$ cat config.mk
export PLATFORM = sky130hd
export DESIGN_NAME = seq_divider
export DESIGN_NICKNAME = d
export VERILOG_FILES = /design/src/rtl/seq_divider.sv
export SDC_FILE = /design/constraint.sdc
export NUM_CORES = 1
export LEC_CHECK = 0
export CAP_MARGIN = 20
export CORE_MARGIN = 1
export CORE_UTILIZATION = 57
export DETAILED_ROUTE_END_ITERATION = 16
export GPL_TIMING_DRIVEN = 1
export MAX_ROUTING_LAYER = met4
export PLACE_DENSITY = 0.9
export SKIP_LAST_GASP = 1
export SLEW_MARGIN = 30
export SYNTH_ARGS = -nofsm -noshare
export SYNTH_HDL_FRONTEND = slang
export SYNTH_SLANG_ARGS = --single-unit
$ cat constraint.sdc
create_clock -name clk -period 5.2 [get_ports clk]
set_input_delay 1.56 -clock clk [delete_from_list [all_inputs] [get_ports clk]]
set_output_delay 1.56 -clock clk [all_outputs]
set_load 0.02 [all_outputs]
$ cat src/rtl/seq_divider.sv
// Multi-cycle restoring divider: one quotient bit per clock, start/done handshake.
// Define SEQ_DIVIDER_SIGNED_EN to add the signed_op port for two's-complement operation.
module seq_divider #(
  parameter int WIDTH = 4
) (
  input  logic             clk,
  input  logic             rst,
  input  logic             start,
  input  logic [WIDTH-1:0] dividend,
  input  logic [WIDTH-1:0] divisor,
`ifdef SEQ_DIVIDER_SIGNED_EN
  input  logic             signed_op,
`endif
  output logic             busy,
  output logic             done,
  output logic [WIDTH-1:0] quotient,
  output logic [WIDTH-1:0] remainder,
  output logic             div_by_zero,
  output logic [1:0]       state_dbg
);

  // Handshake: start is accepted on a rising edge only while busy is low; done
  // pulses for one cycle with results valid, and results hold until the next done.
  localparam int CW = $clog2(WIDTH);

  typedef enum logic [1:0] {IDLE = 2'd0, RUN = 2'd1, DONE = 2'd2} state_t;

  state_t           state_q, state_d;
  logic [CW-1:0]    count_q, count_d;
  logic [WIDTH-1:0] q_reg_q, q_reg_d;
  logic [WIDTH-1:0] rem_reg_q, rem_reg_d;
  logic [WIDTH-1:0] dvs_q, dvs_d;
  logic [WIDTH-1:0] dvd_q, dvd_d;
  logic             neg_quo_q, neg_quo_d;
  logic             neg_rem_q, neg_rem_d;
  logic             busy_q, busy_d;
  logic             done_q, done_d;
  logic [WIDTH-1:0] quo_q, quo_d;
  logic [WIDTH-1:0] rem_q, rem_d;
  logic             dbz_q, dbz_d;
  logic             sop;
  logic [WIDTH:0]   partial;
  logic [WIDTH:0]   trial;

`ifdef SEQ_DIVIDER_SIGNED_EN
  assign sop = signed_op;
`else
  assign sop = 1'b0;
`endif

  assign partial = {rem_reg_q, q_reg_q[WIDTH-1]};
  assign trial   = partial - {1'b0, dvs_q};

  always_comb begin
    state_d   = state_q;
    count_d   = count_q;
    q_reg_d   = q_reg_q;
    rem_reg_d = rem_reg_q;
    dvs_d     = dvs_q;
    dvd_d     = dvd_q;
    neg_quo_d = neg_quo_q;
    neg_rem_d = neg_rem_q;
    busy_d    = busy_q;
    done_d    = 1'b0;
    quo_d     = quo_q;
    rem_d     = rem_q;
    dbz_d     = dbz_q;
    case (state_q)
      RUN: begin
        if (!trial[WIDTH]) begin
          rem_reg_d = trial[WIDTH-1:0];
          q_reg_d   = {q_reg_q[WIDTH-2:0], 1'b1};
        end else begin
          rem_reg_d = partial[WIDTH-1:0];
          q_reg_d   = {q_reg_q[WIDTH-2:0], 1'b0};
        end
        count_d = count_q - 1'b1;
        if (count_q == '0) state_d = DONE;
      end
      default: begin
        // DONE with busy still high is the result-publishing edge
        if (state_q == DONE && busy_q) begin
          busy_d = 1'b0;
          done_d = 1'b1;
          if (dvs_q == '0) begin
            quo_d = '1;
            rem_d = dvd_q;
            dbz_d = 1'b1;
          end else begin
            quo_d = neg_quo_q ? -q_reg_q : q_reg_q;
            rem_d = neg_rem_q ? -rem_reg_q : rem_reg_q;
          end
        end else if (start) begin
          dvd_d     = dividend;
          dvs_d     = (sop && divisor[WIDTH-1]) ? -divisor : divisor;
          q_reg_d   = (sop && dividend[WIDTH-1]) ? -dividend : dividend;
          rem_reg_d = '0;
          count_d   = CW'(WIDTH - 1);
          neg_quo_d = sop & (dividend[WIDTH-1] ^ divisor[WIDTH-1]);
          neg_rem_d = sop & dividend[WIDTH-1];
          busy_d    = 1'b1;
          dbz_d     = 1'b0;
          state_d   = (divisor == '0) ? DONE : RUN;
        end else if (state_q == DONE) begin
          state_d = IDLE;
        end
      end
    endcase
  end

  always_ff @(posedge clk or posedge rst) begin
    if (rst) begin
      state_q   <= IDLE;
      count_q   <= '0;
      q_reg_q   <= '0;
      rem_reg_q <= '0;
      dvs_q     <= '0;
      dvd_q     <= '0;
      neg_quo_q <= 1'b0;
      neg_rem_q <= 1'b0;
      busy_q    <= 1'b0;
      done_q    <= 1'b0;
      quo_q     <= '0;
      rem_q     <= '0;
      dbz_q     <= 1'b0;
    end else begin
      state_q   <= state_d;
      count_q   <= count_d;
      q_reg_q   <= q_reg_d;
      rem_reg_q <= rem_reg_d;
      dvs_q     <= dvs_d;
      dvd_q     <= dvd_d;
      neg_quo_q <= neg_quo_d;
      neg_rem_q <= neg_rem_d;
      busy_q    <= busy_d;
      done_q    <= done_d;
      quo_q     <= quo_d;
      rem_q     <= rem_d;
      dbz_q     <= dbz_d;
    end
  end

  assign busy        = busy_q;
  assign done        = done_q;
  assign quotient    = quo_q;
  assign remainder   = rem_q;
  assign div_by_zero = dbz_q;
  assign state_dbg   = state_q;

endmodule

==> results of run 1 <==
-- cells in the final DEF, fill, tap and decap left out, types with 2 or more instances in the layout --
master,count
o21ai_0,10
dfrtp_1,31
nor2b_1,3
ha_1,5
a21oi_1,5
clkbuf_4,5
nand2_1,13
nor2_1,3
nand2b_1,3
a22o_1,2
clkdlybuf4s50_1,23
mux2_2,8
inv_1,9
mux2i_1,12
o22a_1,4
a22oi_1,2
o21ai_1,3
-- area by class of cell --
class	instances	area (µm²)
inverter	10	37.5
clock buffer	6	51.3
timing repair buffer	23	230
sequential	31	776
fill	183	659
tap	30	37.5
multi-input combinational	87	696
clock inverter	2	35.0
-- power by group --
part / leakage (nW) / switching (W) / internal, W / total (W)
sequential: 0.375 / 0.000100 / 0.000352 / 0.000452
clock: 0.0482 / 0.0000878 / 0.000114 / 0.000201
combinational: 0.397 / 0.000304 / 0.000302 / 0.000605
-- sequential cells by signal, summed over array words and instances, names as in the netlist --
signal and flops:
rem_reg_q 4, dvd_q 4, remainder 4, count_q 2
busy 1, div_by_zero 1, dvs_q 4, state_dbg 2
done 1, q_reg_q 4, quotient 4
-- worst paths after layout --
| path | slack [ps] | end | startpoint | depth (start not counted) |
|---|---|---|---|---|
| worst max-delay path | 2080 | state_dbg[0] | state_dbg[0]$_DFFE_PP0P_ | 1 |
| worst min-delay path | 490 | remainder[0]$_DFFE_PP0P_ | remainder[0]$_DFFE_PP0P_ | 2 |
| worst max register to register | 2990 | rem_reg_q[0]$_DFFE_PP0P_ | q_reg_q[3]$_DFFE_PP0P_ | 8 |
| worst min register to register | 490 | remainder[0]$_DFFE_PP0P_ | remainder[0]$_DFFE_PP0P_ | 2 |
| max in group asynchronous | 3160 | remainder[3]$_DFFE_PP0P_ | rst | 2 |
| min in group asynchronous | 1620 | quotient[1]$_DFFE_PP0P_ | rst | 2 |
-- through the flow --
step | setup WS, ps | hold WS, ps | total power, W | instances | util
global placement | 2130 | 460 | 0.00103 | 181 | 0.704
global route | 2020 | 534 | 0.00135 | 189 | 0.739
detailed placement | 1980 | 469 | 0.00107 | 181 | 0.704
finish | 2080 | 485 | 0.00126 | 189 | 0.739
floorplan | 2890 | 457 | 0.000902 | 132 | -
CTS | 2080 | 491 | 0.00127 | 189 | 0.739
-- logic make-up (layout without fill, tap and decap cells) --
group,count (synthesis),after routing
compound gates,31,31
flops,31,31
simple gates,27,27
mux,20,20
buf+inv,14,41
fa+ha+maj,6,6
xor+xnor,3,3
-- layer usage --
layer / routed length, µm / GRT usage
met5: 0 / -
met4: 71 / 0.162
met3: 174 / 0.0678
met2: 1370 / 0.393
met1: 1340 / 0.294
==> flow_summary.toml, run 1 <==
[run]
cap_viol_max_count = 0

[cts]
clk_pin_slew_worst_paths_ps = 100
cts_buffers = 5
htreeDepth = 2
cts.sinks = 31
cts_root_buffer = "clkbuf_4"
cts_setup_buffers = 0
cts_resized = 0
clockBufferDepth = 2
cts-hold-fix-buffers = 0
cts_tree = "built"
clock_latency_ps = 340

[floorplanning]
die_w_um = 54.1
design.die.area_um2 = 2930
row_count = 18
start_util = 0.614
ios = 24
core-area_um2 = 2520
die_h_um = 54.1

[timing]
min_period_over_period = 0.601
finalHoldViolCount = 0
tns_ps = 0
fin_crit_ps = 3120
slew_viol_final = 0
setup_viol = 0
worstMarginPinSlew_ps = 851
clock_skew_ps = 9.07
rsz0062_at_grt = "no"
relSlewSlack = 0.432
max_freq_mhz = 320

[setup_path]
cp.required_ps = 3640
cp_top_family = "buffers and inverters"
critPathBufInv = 1
arrival_ps = 1560
endpoint_kind = "output pin"
worst-setup-path-type = "flop to output pin"
crit_path_max_incr_delay_ps = 670
crit_chain = "clkdlybuf4s50_1"
slowest_stage = "clkdlybuf4s50_1"
start_kind = "flop"
crit_fanout = 10

[hold_path]
holdCritPathClass = "flop to flop"

[logic_synthesis]
ys_ff_latch = 31
synth_compound_area_frac = 0.135
netlist_area_um2 = 1550
yosys.area.top_type_share = 0.501
synth_xor_area_frac = 0.0291
ys_types = 31
synth_top_family_by_area = "multiplexers"
ys_seq_area_frac = 0.501
synth-edff-count = 0
synthTopCellsByArea = "dfrtp_1 50%, mux2i_1 7.8%, mux2_2 5.8%"
synthMostInstantiatedCell = "dfrtp_1"
muxShareOfSynthArea = 0.136
post-synth-top-area-cell = "dfrtp_1"
async_reset_ff_frac = 1.00
synth_ff_type = "dfrtp_1"
synth_common_cells = "31 x dfrtp_1, 13 x nand2_1, 12 x mux2i_1"
syn_inst = 132
avgSynthCellArea_um2 = 11.7
yosys.area_share.adder = 0.0534
ys_warn_count = 0
yosys.area_share.simple = 0.0962
synth_nets = 149

[cells_and_area]
synthToLayoutAreaGrowth_pct = 20.4
fin_area_um2 = 1860
diodes = 0
final_net_count = 175
drive_gt1_frac = 0.145

[global_routing]
grt-ovfl-total = 0
grt_usage = 0.256
grt_pass1_wl_mm = 4.77
grt_max_degree = 32
grt_pass1_vias = 1017
antenna_found_initial = 0

[status]
outcome = "finished clean"

[place]
place_area_um2 = 1780
gp_congestion = 0.800
portBuffers = 23
hpwl_mm = 2.10

[drt]
drt.antenna.violating_nets = 0
wl_per_cell_um = 15.6
drtIter0Drc = 21
drtPass1Iterations = 5
viasPerCell = 5.81
wl_mm = 2.95
via_count = 1099
drc = 0

[power]
power.density_nw_per_um2 = 676
cellLeakagePower_nw = 0.820
ir_drop_mv = 0.426
Power figures use the tool's default switching activity.
==> run 2, diff against run 1 <==
--- a/config.mk
+++ b/config.mk
@@ -7,11 +7,11 @@
 export LEC_CHECK = 0
 export CAP_MARGIN = 20
 export CORE_MARGIN = 1
-export CORE_UTILIZATION = 57
+export CORE_UTILIZATION = 53
 export DETAILED_ROUTE_END_ITERATION = 16
 export GPL_TIMING_DRIVEN = 1
 export MAX_ROUTING_LAYER = met4
-export PLACE_DENSITY = 0.9
+export PLACE_DENSITY = 0.85
 export SKIP_LAST_GASP = 1
 export SLEW_MARGIN = 30
 export SYNTH_ARGS = -nofsm -noshare
==> constraint.sdc (replaced) <==
create_clock -name clk -period 2.9 [get_ports clk]
set_input_delay 0.87 -clock clk [delete_from_list [all_inputs] [get_ports clk]]
set_output_delay 0.87 -clock clk [all_outputs]
set_load 0.02 [all_outputs]
==> run 2 against run 1 <==
  * Global-route usage decreased by 2.0 points
  * Total power is 81% higher
  * Setup slack lost 1600 ps
  * Highest routed layer unchanged
  * Clock skew is 1.4 ps lower
  * Largest cell class unchanged
  * Combinational power is 82% higher
  * Final cell count up 1.1%
==> flow_summary.toml, run 2 (synthesis results as in run 1) <==
[floorplanning]
core-area_um2 = 2760
die_h_um = 56.0
ios = 24
design.die.area_um2 = 3140
die_w_um = 56.0
row_count = 19
start_util = 0.561

[setup_path]
critPathBufInv = 1
cp_top_family = "buffers and inverters"
crit_chain = "clkdlybuf4s50_1"
arrival_ps = 1560
cp.required_ps = 2030
worst-setup-path-type = "flop to output pin"
slowest_stage = "clkdlybuf4s50_1"
start_kind = "flop"
crit_path_max_incr_delay_ps = 680
crit_fanout = 10
endpoint_kind = "output pin"

[cells_and_area]
fin_area_um2 = 1870
diodes = 0
post-route-util = 0.679
final_common_cell = "dfrtp_1"
drive_gt1_frac = 0.144
final_net_count = 176
final_cell_mix = "31 x dfrtp_1, 23 x clkdlybuf4s50_1, 13 x nand2_1"
synthToLayoutAreaGrowth_pct = 20.9

[cts]
clock_latency_ps = 340
htreeDepth = 2
cts_buffers = 5
cts.sinks = 31
cts_setup_buffers = 0
cts-hold-fix-buffers = 0
clk_pin_slew_worst_paths_ps = 100
clockBufferDepth = 2
cts_tree = "built"
cts_root_buffer = "clkbuf_4"
cts_resized = 0

[global_routing]
grt_usage = 0.236
grt_pass1_vias = 1151
grt_pass1_wl_mm = 5.30
grt-ovfl-total = 0
grt_max_degree = 32
antenna_found_initial = 0

[place]
portBuffers = 23
gp_congestion = 0.828
place_ws_ps = 415
place_area_um2 = 1790
hpwl_mm = 2.33

[drt]
drc = 0
drtIter0Drc = 23
via_count = 1092
wl_mm = 3.13
viasPerCell = 5.72
drt.antenna.violating_nets = 0
drtPass1Iterations = 4
wl_per_cell_um = 16.4

[hold_path]
holdCritPathClass = "flop to flop"

[timing]
rsz0062_at_grt = "no"
relSlewSlack = 0.423
fin_hold_ws_ps = 483
tns_ps = 0
clock_skew_ps = 7.68
max_freq_mhz = 412
setup_viol = 0
finalWorstSetupSlack_ps = 474
min_period_over_period = 0.837
worstMarginPinSlew_ps = 864
finalHoldViolCount = 0
slew_viol_final = 0
fin_crit_ps = 2430

[power]
cellLeakagePower_nw = 0.826
power.density_nw_per_um2 = 1220
ir_drop_mv = 0.942

[status]
outcome = "finished clean"

[run]
cap_viol_max_count = 0
## run 2: cell count changes in the layout (fill, tap and decap cells not counted), sizes merged
cell	delta
buf	+1
## run 2: power breakdown
part	switching [W]	internal, W	total, W
logic	0.000558	0.000545	0.00110
clock network	0.000155	0.000204	0.000358
registers	0.000191	0.000631	0.000822
total	0.000904	0.00138	0.00228
## run 2: layout make-up
class	count	area, µm²
fillers	218	886
flip-flops and latches	31	776
multi-input cells	87	696
repair buffers	24	238
clock buffers	6	51.3
well taps	31	38.8
inverters	10	37.5
clock inverters	2	35.0
## run 2: path summary, 6_finish.rpt
kind / start / to / slack [ps] / depth (start not counted)
worst max-delay path: state_dbg[0]$_DFFE_PP0P_ / state_dbg[0] / 470 / 1
worst min-delay path: remainder[0]$_DFFE_PP0P_ / remainder[0]$_DFFE_PP0P_ / 480 / 2
worst max register to register: q_reg_q[3]$_DFFE_PP0P_ / rem_reg_q[0]$_DFFE_PP0P_ / 710 / 8
worst min register to register: remainder[0]$_DFFE_PP0P_ / remainder[0]$_DFFE_PP0P_ / 480 / 2
max in group asynchronous: rst / dvs_q[3]$_DFFE_PP0P_ / 1720 / 3
min in group asynchronous: rst / remainder[2]$_DFFE_PP0P_ / 890 / 3
## run 2: per-layer routing
layer / vias to the layer above / routed length (µm) / track usage
met5: - / 0 / -
met1: 545 / 1340 / 0.248
met3: 8 / 118 / 0.0837
met2: 26 / 1590 / 0.374
li1: 513 / - / -
met4: 0 / 85 / 0.153
## run 2: metrics by stage
stage / power [W] / instances
floorplan: 0.00162 / 132
global placement: 0.00186 / 183
detailed placement: 0.00193 / 183
CTS: 0.00230 / 191
global route: 0.00244 / 191
finish: 0.00228 / 191
==> run 3, diff against run 2 <==
==> constraint.sdc (replaced) <==
create_clock -name clk -period 2.5 [get_ports clk]
set_input_delay 0.75 -clock clk [delete_from_list [all_inputs] [get_ports clk]]
set_output_delay 0.75 -clock clk [all_outputs]
set_load 0.02 [all_outputs]
==> run 3 against run 2 <==
  * Register-to-register slack lost 390 ps
  * Total power grew 14%
  * Sequential power grew 16%
  * Setup slack lost 280 ps
  * Sequential share of layout area is the same
  * Clock power grew 2%
  * Utilization is the same
  * Flip-flop and latch count is the same
  * Cell area is the same
  * Worst hold slack gained 3.9 ps
  * First-iteration DRC count shrank 22%
  * Critical path type unchanged
  * Largest power group unchanged
==> flow_summary.toml, run 3 (synthesis results as in run 1) <==
[place]
gp_congestion = 0.873
portBuffers = 23
hpwl_mm = 2.30

[timing]
setup_viol = 0
slew_viol_final = 0
max_freq_mhz = 434
rsz0062_at_grt = "no"
finalHoldViolCount = 0
clock_skew_ps = 7.06
min_period_over_period = 0.922
relSlewSlack = 0.631
fin_crit_ps = 2300
tns_ps = 0
worstMarginPinSlew_ps = 549

[setup_path]
r2r_start = "q_reg_q[3]$_DFFE_PP0P_"
start_kind = "flop"
worst-setup-path-type = "flop to output pin"
crit_path_max_incr_delay_ps = 670
crit_chain = "clkdlybuf4s50_1"
cp.required_ps = 1750
cp_top_family = "buffers and inverters"
slowest_stage = "clkdlybuf4s50_1"
crit_fanout = 10
arrival_ps = 1550
critPathBufInv = 1
startpoint = "state_dbg[0]$_DFFE_PP0P_"
endpoint_kind = "output pin"

[global_routing]
grt_pass1_wl_mm = 5.11
gr-usage-met3 = 0.0488
grt-ovfl-total = 0
grt_util_met1 = 0.262
antenna_found_initial = 0
busiest_layer = "met2"
grt_pass1_vias = 1074
grt_max_degree = 32
grt_usage = 0.225
use_met2 = 0.371

[drt]
wl_per_cell_um = 15.7
wl_mm = 3.01
viasPerCell = 5.61
drtPass1Iterations = 4
drt.antenna.violating_nets = 0
drtIter0Drc = 18
drc = 0
via_count = 1078

[cts]
cts-hold-fix-buffers = 0
htreeDepth = 2
cts_root_buffer = "clkbuf_4"
clockBufferDepth = 2
cts.sinks = 31
cts_tree = "built"
cts_resized = 0
clock_latency_ps = 330
clk_pin_slew_worst_paths_ps = 90
cts_buffers = 5
cts_setup_buffers = 0

[floorplanning]
die_w_um = 56.0
start_util = 0.561
ios = 24
row_count = 19
die_h_um = 56.0
design.die.area_um2 = 3140
core-area_um2 = 2760

[cells_and_area]
final_net_count = 178
synthToLayoutAreaGrowth_pct = 20.9
diodes = 0
drive_gt1_frac = 0.143
final_cell_mix = "31 x dfrtp_1, 23 x clkdlybuf4s50_1, 13 x nand2_1"
fillCellCount = 211
final_common_cell = "dfrtp_1"

[run]
cap_viol_max_count = 0

[power]
ir_drop_mv = 0.906
total_power_w = 0.00261
cellLeakagePower_nw = 0.826
power.density_nw_per_um2 = 1390

[status]
outcome = "finished clean"

[hold_path]
min_from = "remainder[0]$_DFFE_PP0P_"
holdCritPathClass = "flop to flop"
[run 3: changes by cell type in the layout (fill, tap and decap cells not counted)]
cell,previous run,this run
clkinv_2,1,0
clkbuf_1,0,1
buf_4,1,3
clkbuf_8,1,0
[run 3: final timing paths]
path,to,slack (ps),cells after the start
setup / recovery,state_dbg[0],200,1
hold / removal,remainder[0]$_DFFE_PP0P_,490,2
setup reg to reg,rem_reg_q[1]$_DFFE_PP0P_,320,8
hold reg to reg,remainder[0]$_DFFE_PP0P_,490,2
max in group asynchronous,dvs_q[3]$_DFFE_PP0P_,1420,3
min in group asynchronous,remainder[3]$_DFFE_PP0P_,790,3
[run 3: area by class of cell]
class | instances | area [µm²] | share of cell area
multi-input cells | 87 | 696 | 0.372
inverters | 10 | 37.5 | 0.0201
clock inverters | 1 | 30.0 | 0.0160
flip-flops and latches | 31 | 776 | 0.414
well taps | 31 | 38.8 | 0.0207
clock buffers | 6 | 41.3 | 0.0221
repair buffers | 26 | 253 | 0.135
[run 3: worst min-delay path, delay by kind of cell, from the launching register on]
kind / cells / cell delay, ps
AND/OR/NAND/NOR: 1 / 50
AO/OA/AOI/OAI: 1 / 60
flip-flops: 1 / 350
[run 3: per-stage QoR]
stage / setup slack, ps / instance area (µm²) / instances / util / hold WS [ps]
2_1_floorplan: 514 / 1550 / 132 / - / 457
3_3_place_gp: 353 / 1800 / 185 / 0.653 / 460
3_5_place_dp: 279 / 1800 / 185 / 0.653 / 480
4_1_cts: 200 / 1870 / 192 / 0.679 / 501
5_1_grt: 113 / 1870 / 192 / 0.679 / 521
6_report: 196 / 1870 / 192 / 0.679 / 487
[run 3: power by group]
group,internal (W),switching [W]
logic,0.000643,0.000650
registers,0.000732,0.000218
clock network,0.000206,0.000160
[run 3: layer usage]
layer | part of all wire | vias to the layer above
li1 | - | 516
met3 | 0.040 | 8
met2 | 0.53 | 24
met4 | 0.019 | 0
met5 | 0 | -
met1 | 0.41 | 530
